===== config.mk =====
export PLATFORM = sky130hd
export DESIGN_NAME = stream_fifo
export DESIGN_NICKNAME = d
export VERILOG_FILES = /design/src/rtl/stream_fifo_pkg.sv /design/src/rtl/stream_fifo_ram.sv /design/src/rtl/stream_fifo.sv
export SDC_FILE = /design/constraint.sdc
export NUM_CORES = 1
export LEC_CHECK = 0
export ABC_AREA = 1
export CORE_MARGIN = 2
export CORE_UTILIZATION = 50
export DETAILED_ROUTE_END_ITERATION = 16
export PLACE_DENSITY = 0.73
export REMOVE_ABC_BUFFERS = 1
export SYNTH_ARGS = -nofsm -noshare
export SYNTH_HDL_FRONTEND = slang
export SYNTH_HIERARCHICAL = 1
export SYNTH_SLANG_ARGS = --single-unit

===== constraint.sdc =====
create_clock -name clk -period 7.5 [get_ports clk]
set_clock_uncertainty 0.1 [all_clocks]
set_input_delay 1.125 -clock clk [delete_from_list [all_inputs] [get_ports clk]]
set_output_delay 1.125 -clock clk [all_outputs]
set_load 0.05 [all_outputs]

===== src/rtl/stream_fifo_pkg.sv =====
// Shared definitions for stream_fifo and its users.
//   fifo_depth() : number of entries for a given address width.
//   occupancy()  : entry count from two extra-bit pointers, modulo 2^(addr_w+1).
//   *_beat_t     : AXI4 channel payloads; crossbar instances set WIDTH = $bits(...).
package stream_fifo_pkg;

  function automatic int fifo_depth(input int addr_w);
    return 1 << addr_w;
  endfunction

  // Pointers are zero-extended to 32 bits by the caller. The mask restores
  // the natural wrap of an (addr_w+1)-bit subtraction.
  function automatic logic [31:0] occupancy(input logic [31:0] wr,
                                            input logic [31:0] rd,
                                            input int unsigned addr_w);
    logic [31:0] mask;
    mask = (32'd1 << (addr_w + 1)) - 32'd1;
    return (wr - rd) & mask;
  endfunction

  typedef struct packed {
    logic [3:0]  id;
    logic [31:0] addr;
    logic [7:0]  len;
    logic [2:0]  size;
    logic [1:0]  burst;
  } aw_beat_t;

  typedef aw_beat_t ar_beat_t;

  typedef struct packed {
    logic [31:0] data;
    logic [3:0]  strb;
    logic        last;
  } w_beat_t;

  typedef struct packed {
    logic [3:0] id;
    logic [1:0] resp;
  } b_beat_t;

  typedef struct packed {
    logic [3:0]  id;
    logic [31:0] data;
    logic [1:0]  resp;
    logic        last;
  } r_beat_t;

endpackage


===== src/rtl/stream_fifo_ram.sv =====
// fifo_ram: DEPTH x WIDTH storage with one synchronous write port and one
// asynchronous read port. Kept separate so it can be swapped for a macro.
//   clk   : write clock
//   we    : write enable
//   waddr : write address
//   wdata : write data
//   raddr : read address
//   rdata : read data, combinational from raddr
module fifo_ram #(
  parameter int WIDTH  = 32,
  parameter int ADDR_W = 3,
  parameter int DEPTH  = 8
) (
  input  logic              clk,
  input  logic              we,
  input  logic [ADDR_W-1:0] waddr,
  input  logic [WIDTH-1:0]  wdata,
  input  logic [ADDR_W-1:0] raddr,
  output logic [WIDTH-1:0]  rdata
);

  logic [WIDTH-1:0] mem [DEPTH];

  always_ff @(posedge clk) begin
    if (we) mem[waddr] <= wdata;
  end

  assign rdata = mem[raddr];

endmodule


===== src/rtl/stream_fifo.sv =====
// stream_fifo: synchronous valid/ready FIFO with all 2^ADDR_W entries usable,
// occupancy count, almost-full/almost-empty flags, flush and high-water mark.
//   clk, rstn      : clock, synchronous active-low reset
//   flush          : synchronous clear of pointers and high-water mark
//   in_valid/in_ready/in_data    : producer handshake; in_ready = !full
//   out_valid/out_ready/out_data : consumer handshake; out_valid = !empty,
//                                  out_data is first-word fall-through
//   count          : occupancy 0..DEPTH
//   almost_full    : count >= AF_LEVEL
//   almost_empty   : count <= AE_LEVEL
//   high_water     : maximum count since last reset or flush
module stream_fifo
  import stream_fifo_pkg::*;
#(
  parameter int WIDTH    = 32,
  parameter int ADDR_W   = 3,
  parameter int AF_LEVEL = 6,
  parameter int AE_LEVEL = 1
) (
  input  logic              clk,
  input  logic              rstn,
  input  logic              flush,
  input  logic              in_valid,
  output logic              in_ready,
  input  logic [WIDTH-1:0]  in_data,
  output logic              out_valid,
  input  logic              out_ready,
  output logic [WIDTH-1:0]  out_data,
  output logic [ADDR_W:0]   count,
  output logic              almost_full,
  output logic              almost_empty,
  output logic [ADDR_W:0]   high_water
);

  localparam int PW    = ADDR_W + 1;
  localparam int DEPTH = fifo_depth(ADDR_W);
  localparam logic [ADDR_W:0] AF_THR = PW'(AF_LEVEL);
  localparam logic [ADDR_W:0] AE_THR = PW'(AE_LEVEL);

  logic [ADDR_W:0] wr_ptr, rd_ptr;
  logic [ADDR_W:0] wr_ptr_next, rd_ptr_next;
  logic [ADDR_W:0] count_next;
  logic            full, empty, push, pop;

  // Status is derived only from registered pointers, so ready never depends
  // combinationally on out_ready and flags cannot glitch on input changes.
  assign empty = (wr_ptr == rd_ptr);
  assign full  = (wr_ptr[ADDR_W] != rd_ptr[ADDR_W]) &&
                 (wr_ptr[ADDR_W-1:0] == rd_ptr[ADDR_W-1:0]);

  assign in_ready  = !full;
  assign out_valid = !empty;
  assign push      = in_valid && !full;
  assign pop       = out_ready && !empty;

  assign count        = PW'(occupancy(32'(wr_ptr), 32'(rd_ptr), ADDR_W));
  assign almost_full  = (count >= AF_THR);
  assign almost_empty = (count <= AE_THR);

  assign wr_ptr_next = wr_ptr + PW'(push);
  assign rd_ptr_next = rd_ptr + PW'(pop);
  assign count_next  = PW'(occupancy(32'(wr_ptr_next), 32'(rd_ptr_next), ADDR_W));

  // Pointer / high-water register stage; reset outranks flush, flush
  // outranks any concurrent push or pop.
  always_ff @(posedge clk) begin
    if (!rstn || flush) begin
      wr_ptr     <= '0;
      rd_ptr     <= '0;
      high_water <= '0;
    end else begin
      wr_ptr <= wr_ptr_next;
      rd_ptr <= rd_ptr_next;
      if (count_next > high_water) high_water <= count_next;
    end
  end

  fifo_ram #(
    .WIDTH  (WIDTH),
    .ADDR_W (ADDR_W),
    .DEPTH  (DEPTH)
  ) u_ram (
    .clk   (clk),
    .we    (push && rstn && !flush),
    .waddr (wr_ptr[ADDR_W-1:0]),
    .wdata (in_data),
    .raddr (rd_ptr[ADDR_W-1:0]),
    .rdata (out_data)
  );

endmodule

==> metrics list, run 1 <==
- The first global-routing pass estimated between 30000 and 40000 um of wire.
* Boundary pin count: just over 80
* Routed wire per std cell: about 15 um
- In this run the tool buffered the top-level ports with 80 buffer cells.
- TritonCTS built the clock tree.
- The initial antenna violation count was 2.
* Worst-margin pin slew: approximately 1.2 ns
- Htree depth: 1
- TritonCTS buffer count: 28
- After legalization and detailed placement, the total HPWL measured approximately 14000 um.
* Post-route minimum period: just under 5 ns
* Global-route congestion overflow total: 0
* Maximum capacitance violations: 0
* Synth top area share: 0.634
- Switching power: ~0.00067 W
- Arrival time of the worst setup path: about 3.7 ns
- Detailed routing inserted a total of approximately 8100 vias.
* Endpoint required time on the critical path: about 6.3 ns
- The area growth from synthesis to layout is 15.5%.
- Crit start category: flip-flop
- For this run, the leading register cell type out of synthesis is sky130_fd_sc_hd__edfxtp_1.
- At the later pin of the worst-skew pair, clock insertion delay measures 0.53 ns.
- Post-route cell area: between 10000 and 15000 um2
* Via density per instance: ~4.9
- Number of warnings issued by yosys: 6
- The flow ran to the end, and the final reports show no timing, DRC or antenna violations.
* Number of instances in the synthesized netlist: approximately 1200
- Number of distinct library cells after synthesis: 23
- Of the cells placed in the final design, the portion with a size suffix greater than 1 is 0.0491.
- Post-Synthesis Cell Area: 12100 um2
* Pwr Density: roughly 220 nW/um2
- Number of hold violations in the final report: 0
- The share of total power dissipated in combinational logic is 0.061.
- In this run the worst path has a maximum fanout of 38.
- The detail route stage leaves a number of antenna-violating nets equal to 0.
* Critical register-to-register path startpoint: rd_ptr[2]$_SDFF_PP0_
- Wires add up to 24900 um.
- In the final layout, flip-flops and latches occupy roughly 7900 um2.
- Worst hold start: high_water[0]$_SDFFE_PP0N_
* IR Drop Worst-Case VDD: between 100 and 150 uV
* Net switching fraction of the power: 0.216
- The placed instances occupy a cell area of about 13000 um2.
* CTS root buf: sky130_fd_sc_hd__clkbuf_16
- First-pass iteration count of the detailed router: 4
- The die covers approximately 26000 um2.
* Die height: 160 um
- CTS clock-pin slew for the worst setup and hold paths: about 0.060 ns
- After synthesis the netlist holds a flip-flop and latch count of 268.
* Beginning of the critical path: rd_ptr[2]$_SDFF_PP0_
* Slew Limit Fails: 0
* Violation count after the first detailed-routing iteration: roughly 620
* Total GRT Usage: 0.197
* Part of the Yosys area used for sequential elements: 0.654
* Count of endpoints failing setup in the final report: 0
- Residual DRC count: 0
* Vias in the first global route: 8018
- Area of the multi-input gates: roughly 2900 um2
* Final-layout fill cell count: between 1500 and 2000
- The biggest area contributor in the post-synthesis netlist is sky130_fd_sc_hd__edfxtp_1.
- After synthesis, the share of flip-flops with an asynchronous set or reset is 0.
- NumNets Final: between 1000 and 1500
* Hold-fix buffer count after cts: 0
- Fmax: approximately 0.20 GHz
- In this run the worst hold path is classified as reg2reg.
- The congestion estimate from routability-driven global placement came to between 0.7 and 0.8.
- The share of total power dissipated in sequential elements is 0.537.
- Sorting the synthesized cells by area gives the leading types as sky130_fd_sc_hd__edfxtp_1, sky130_fd_sc_hd__nand2_1, sky130_fd_sc_hd__inv_1.
* Most common cell in the netlist: sky130_fd_sc_hd__nand2_1
- Crit end category: output port
- Clock tree synthesis found a total of about 270 sinks.
- Most used standard cells in the synthesized netlist: sky130_fd_sc_hd__nand2_1, sky130_fd_sc_hd__inv_1, sky130_fd_sc_hd__edfxtp_1
- In this run the tightest slew margin relative to its limit is 0.191.
* Pin count of the biggest net entering global routing: about 110
* Effective utilization at floorplan: 0.505
- Category of the most critical setup path: reg2out
* Core ar.: around 24000 um2
* Number of buffers inserted to repair setup after CTS: 0
* Post-synthesis average cell area: 9.71 um2
- Final hold analysis gives a worst-case slack of ~0.4 ns.
- Number of core rows: 57
* RSZ-0062 raised after global routing: false
- Dividing the final minimum period by the clock period gives 0.662.
* Number of buffers on the longest clock path: 3
- After routing, the total negative slack on setup checks comes to 0 ns.
- Die X: approximately 160 um
- Part of the power in the clock network: 0.402
* Count of cells resized by post-cts repair: 0
* Post-synth EDFFs: ~260
- Internal power: approximately 0.0024 W
- P_leak: 6.27 nW
- The design draws 0.00308 W.
-- area by class of cell --
cell class / count / share of cell area
repair buffers: 91 / 0.0631
well taps: 324 / 0.0289
inverters: 288 / 0.0773
multi-input cells: 644 / 0.205
diodes: 1 / 0.000179
clock buffers: 35 / 0.0534
flip-flops and latches: 268 / 0.566
clock inverters: 17 / 0.00589
-- through the flow --
step	setup WS, ns	cells	util
after floorplan	1.18	1200	-
after global placement	3.12	1615	0.548
after detailed placement	2.99	1615	0.548
after CTS	2.52	1667	0.583
after global routing	2.31	1668	0.583
final	2.54	1668	0.583
-- state kept, by name, indices dropped and copies added, names as in the netlist --
register    cells
u_ram/mem     256
high_water      4
rd_ptr          4
wr_ptr          4
-- path summary, 6_finish.rpt --
kind,slack (ns),cells after the start,endpoint
setup / recovery,2.54,5,out_data[22]
hold / removal,0.39,2,high_water[0]$_SDFFE_PP0N_
setup reg to reg,3.00,28,high_water[3]$_SDFFE_PP0N_
hold reg to reg,0.39,2,high_water[0]$_SDFFE_PP0N_
-- power groups by stage --
stage | Clock (W) | Combinational (W) | Sequential, W
4_1_cts | 0.00126 | 0.000189 | 0.00165
2_1_floorplan | 0 | 0.000102 | 0.00169
5_1_grt | 0.00133 | 0.000207 | 0.00165
3_3_place_gp | 0 | 0.000183 | 0.00169
3_5_place_dp | 0 | 0.000188 | 0.00169
6_report | 0.00124 | 0.000187 | 0.00165
-- logic make-up (layout without fill, tap and decap cells) --
| logic type | Yosys count | count (layout) | synth area share |
|---|---|---|---|
| and+or+nand+nor | 610 | 610 | 0.204 |
| buffers and inverters | 337 | 431 | 0.115 |
| DFF | 268 | 268 | 0.654 |
| adders and majority gates | 16 | 16 | 0.0177 |
| AOI/OAI and AO/OA | 13 | 13 | 0.00578 |
| xor gates and xnor gates | 5 | 5 | 0.00423 |
| other | 0 | 1 | 0 |
-- routing by layer --
| metal | part of all wire | global-route usage | up-vias |
|---|---|---|---|
| li1 | - | - | 4024 |
| met1 | 0.41 | 0.247 | 3788 |
| met2 | 0.49 | 0.348 | 245 |
| met3 | 0.067 | 0.0322 | 46 |
| met4 | 0.025 | 0.0628 | 2 |
| met5 | 0.00052 | 0 | - |
-- worst max-delay path, stage by stage (launching register included) --
cell,delay (ns)
sky130_fd_sc_hd__dfxtp_2,0.95
sky130_fd_sc_hd__clkinv_1,0.85
sky130_fd_sc_hd__buf_4,0.48
sky130_fd_sc_hd__nand2_1,0.12
sky130_fd_sc_hd__nand2_1,0.07
sky130_fd_sc_hd__clkdlybuf4s50_1,0.71
-- layout by cell type, fill, tap and decap left out, drive strengths merged, types with 2 or more instances in the layout --
cell	count
clkinv	17
buf	11
clkdlybuf4s50	80
edfxtp	256
xnor2	4
nand3	133
dfxtp	12
inv	287
clkbuf	35
ha	14
nand2	453
o21ai	3
nor2	18
nand4	4
a21oi	8
fa	2
(Power assumes the default switching activity.)
==> run 2, diff against run 1 <==
==> constraint.sdc (replaced) <==
create_clock -name clk -period 5.2 [get_ports clk]
set_clock_uncertainty 0.1 [all_clocks]
set_input_delay 0.78 -clock clk [delete_from_list [all_inputs] [get_ports clk]]
set_output_delay 0.78 -clock clk [all_outputs]
set_load 0.05 [all_outputs]
==> metrics list, run 2 (synthesized netlist as in run 1, its figures left out) <==
* Outcome: finished clean (unchanged)
* Later-pin clock latency in the skew report: 0.53 ns (about the same)
* Residual DRC count: 0 (unchanged)
- Violation count after the first detailed-routing iteration: 627 (was 621)
* Final hold slack: 0.380 ns (was 0.394 ns)
- The worst slew slack as a fraction of its limit came to 0.254 (was 0.191).
- The filler cell count in the final layout is 1962 (was 1963).
* Final estimated routing congestion in global placement: 0.788 (was 0.751)
- The measured slew at the worst slew-check pin is 1.12 ns (was 1.21 ns).
- RSZ-0062 raised after global routing: false (unchanged)
- For the finished layout, the period the worst path requires is around 4.7 ns.
* CTS clock-pin slew for the worst setup and hold paths: 0.05 ns (was 0.06 ns)
- Pwr Density: 319 nW/um2 (was 220 nW/um2)
- Count of cells resized by post-cts repair: 0 (unchanged)
* NumNets Final: 1377 (was 1374)
* Crit end category: output port (unchanged)
* Filler-free cell count of the finished design: 1670 (was 1668)
* Maximum capacitance violations: 0 (unchanged)
- The total vias in the final route was 7932 (was 8105).
* Path category of the worst min-delay check: reg2reg (unchanged)
- The type of element launching the critical path was a flip-flop (unchanged).
* Number of buffers on the longest clock path: 3 (unchanged)
* Antenna violations before repair: 1 (was 2)
- Most frequent CP cell: sky130_fd_sc_hd__nand2_1 (unchanged)
* Number of core rows: 57 (unchanged)
- The number of CTS-inserted buffers came to 28 (unchanged).
- Estimated wirelength of the detail-placed design: 13600 um (was 13900 um)
* Effective utilization at floorplan: 0.505 (unchanged)
- Htree depth: 1 (unchanged)
- WL final: 24900 um (about the same)
- Hold-fix buffer count after cts: 0 (unchanged)
* Number of hold violations in the final report: 0 (unchanged)
- The most frequent standard cell in the layout excluding fill and tap cells is sky130_fd_sc_hd__nand2_1 (unchanged).
* Final worst slack: 0.457 ns (was 2.54 ns)
- Number of cells in the design after placement: 1618 (was 1615)
- The pre-CTS setup slack was 1.05 ns (was 2.99 ns).
* Fmax: approximately 0.21 GHz
- Pin count of the biggest net entering global routing: 103 (was 111)
* Number of routed nets with antenna violations: 0 (unchanged)
- Endpoint required time on the critical path: 4.32 ns (was 6.27 ns)
- The leftover overflow at the end of global routing is 0 (unchanged).
- The peak per-stage delay on the critical path is 0.81 ns (was 0.95 ns).
- Final period util: 0.912
* Category of the most critical setup path: reg2out (unchanged)
- Via density per instance: 4.75 (was 4.86)
* Critical path buffer and inverter count: 3 (unchanged)
* Boundary pin count: 81 (unchanged)
- Core ar.: 24000 um2 (unchanged)
* Cell type group with the largest total delay on the critical path: buffers and inverters (unchanged)
- The layout cell share with drive strength beyond 1 is 0.0535 (was 0.0491).
* Antenna diode count: 0 (was 1)
- Syn-to-layout area delta: 15.9% (was 15.5%)
- The global-route usage over all layers came to 0.197 (about the same).
* Top fanout value on the critical path: 102 (was 38)
- The horizontal die dimension is 160 um (unchanged).
* First-pass iteration count of the detailed router: 7 (was 4)
- The slowest stage cell on the critical path is sky130_fd_sc_hd__clkdlybuf4s50_1 (was sky130_fd_sc_hd__dfxtp_2).
- Arrival time of the worst setup path: 3.86 ns (was 3.74 ns)
- P_leak: 6.32 nW (was 6.27 nW)
* Commonest non-fill, non-tap cells in the layout: sky130_fd_sc_hd__nand2_1, sky130_fd_sc_hd__inv_1, sky130_fd_sc_hd__edfxtp_1 (unchanged)
- Die height: 160 um (unchanged)
* Die Outline Area: 25500 um2 (unchanged)
- The clock net sink count was 268 (unchanged).
- The first-pass GRT wire length came to 39700 um (was 40000 um).
- The number of global-route vias before repair is 7780 (was 8018).
- The total power after layout was 0.00448 W (was 0.00308 W).
- Count of endpoints failing setup in the final report: 0 (unchanged)
* TritonCTS clock tree: yes (unchanged)
* Max FFs per register: 256 (unchanged)
- Fin util: 0.585 (was 0.583)
- IR Drop Worst-Case VDD: 161 uV (was 148 uV)
* Number of buffers inserted to repair setup after CTS: 0 (unchanged)
* Sequence of cells on the critical path: clkinv_2 -> buf_4 -> nand2_1 -> nand3_1 -> nand2_1 -> nand2_1 -> nand2_1 -> clkdlybuf4s50_1 (was clkinv_1 -> buf_4 -> nand2_1 -> nand2_1 -> clkdlybuf4s50_1)
- Most flops, register: u_ram/mem (unchanged)
- The number of buffers inserted by port buffering was 80 (unchanged).
- The number of max-slew violations in the final report was 0 (unchanged).
* Routed wire per std cell: 14.9 um (about the same)
- CTS root buf: sky130_fd_sc_hd__clkbuf_16 (unchanged)
## run 2: power breakdown
group          internal, W  total, W  switching (W)
Sequential         0.00238   0.00239     0.00000851
Clock              0.00106   0.00182       0.000768
Combinational    0.0000919  0.000271       0.000179
## run 2: routing by layer
| metal | global-route usage | routed length, um |
|---|---|---|
| met5 | 0 | 16 |
| met2 | 0.336 | 12300 |
| met4 | 0.0529 | 452 |
| met3 | 0.0314 | 1410 |
| met1 | 0.263 | 10700 |
## run 2: per-stage QoR
stage | TNS, ns | cell area, um2
2_1_floorplan | -223.82 | 11800
3_3_place_gp | 0 | 13200
4_1_cts | 0 | 14100
5_1_grt | 0 | 14100
6_report | 0 | 14100
3_5_place_dp | 0 | 13200
## run 2: path summary, 6_finish.rpt
kind                         startpoint                    endpoint  slack, ns  cells after the start
min          high_water[1]$_SDFFE_PP0N_  high_water[1]$_SDFFE_PP0N_       0.38                      2
max                rd_ptr[0]$_SDFF_PP0_                out_data[21]       0.46                      8
max reg2reg        rd_ptr[0]$_SDFF_PP0_  high_water[3]$_SDFFE_PP0N_       1.07                     26
min reg2reg  high_water[1]$_SDFFE_PP0N_  high_water[1]$_SDFFE_PP0N_       0.38                      2
## run 2: tightest hold or removal path, stage by stage (launching register included)
cell and delay (ns):
sky130_fd_sc_hd__dfxtp_1 0.32, sky130_fd_sc_hd__nand2_1 0.06, sky130_fd_sc_hd__a21oi_1 0.05
## run 2: area by class of cell
type / count / area, um2 / share of cell area
sequential: 268 / 7930 / 0.564
multi-input combinational: 644 / 2870 / 0.204
inverter: 288 / 1080 / 0.0770
timing repair buffer: 94 / 918 / 0.0653
clock buffer: 31 / 733 / 0.0521
tap: 324 / 405 / 0.0288
clock inverter: 21 / 119 / 0.00845
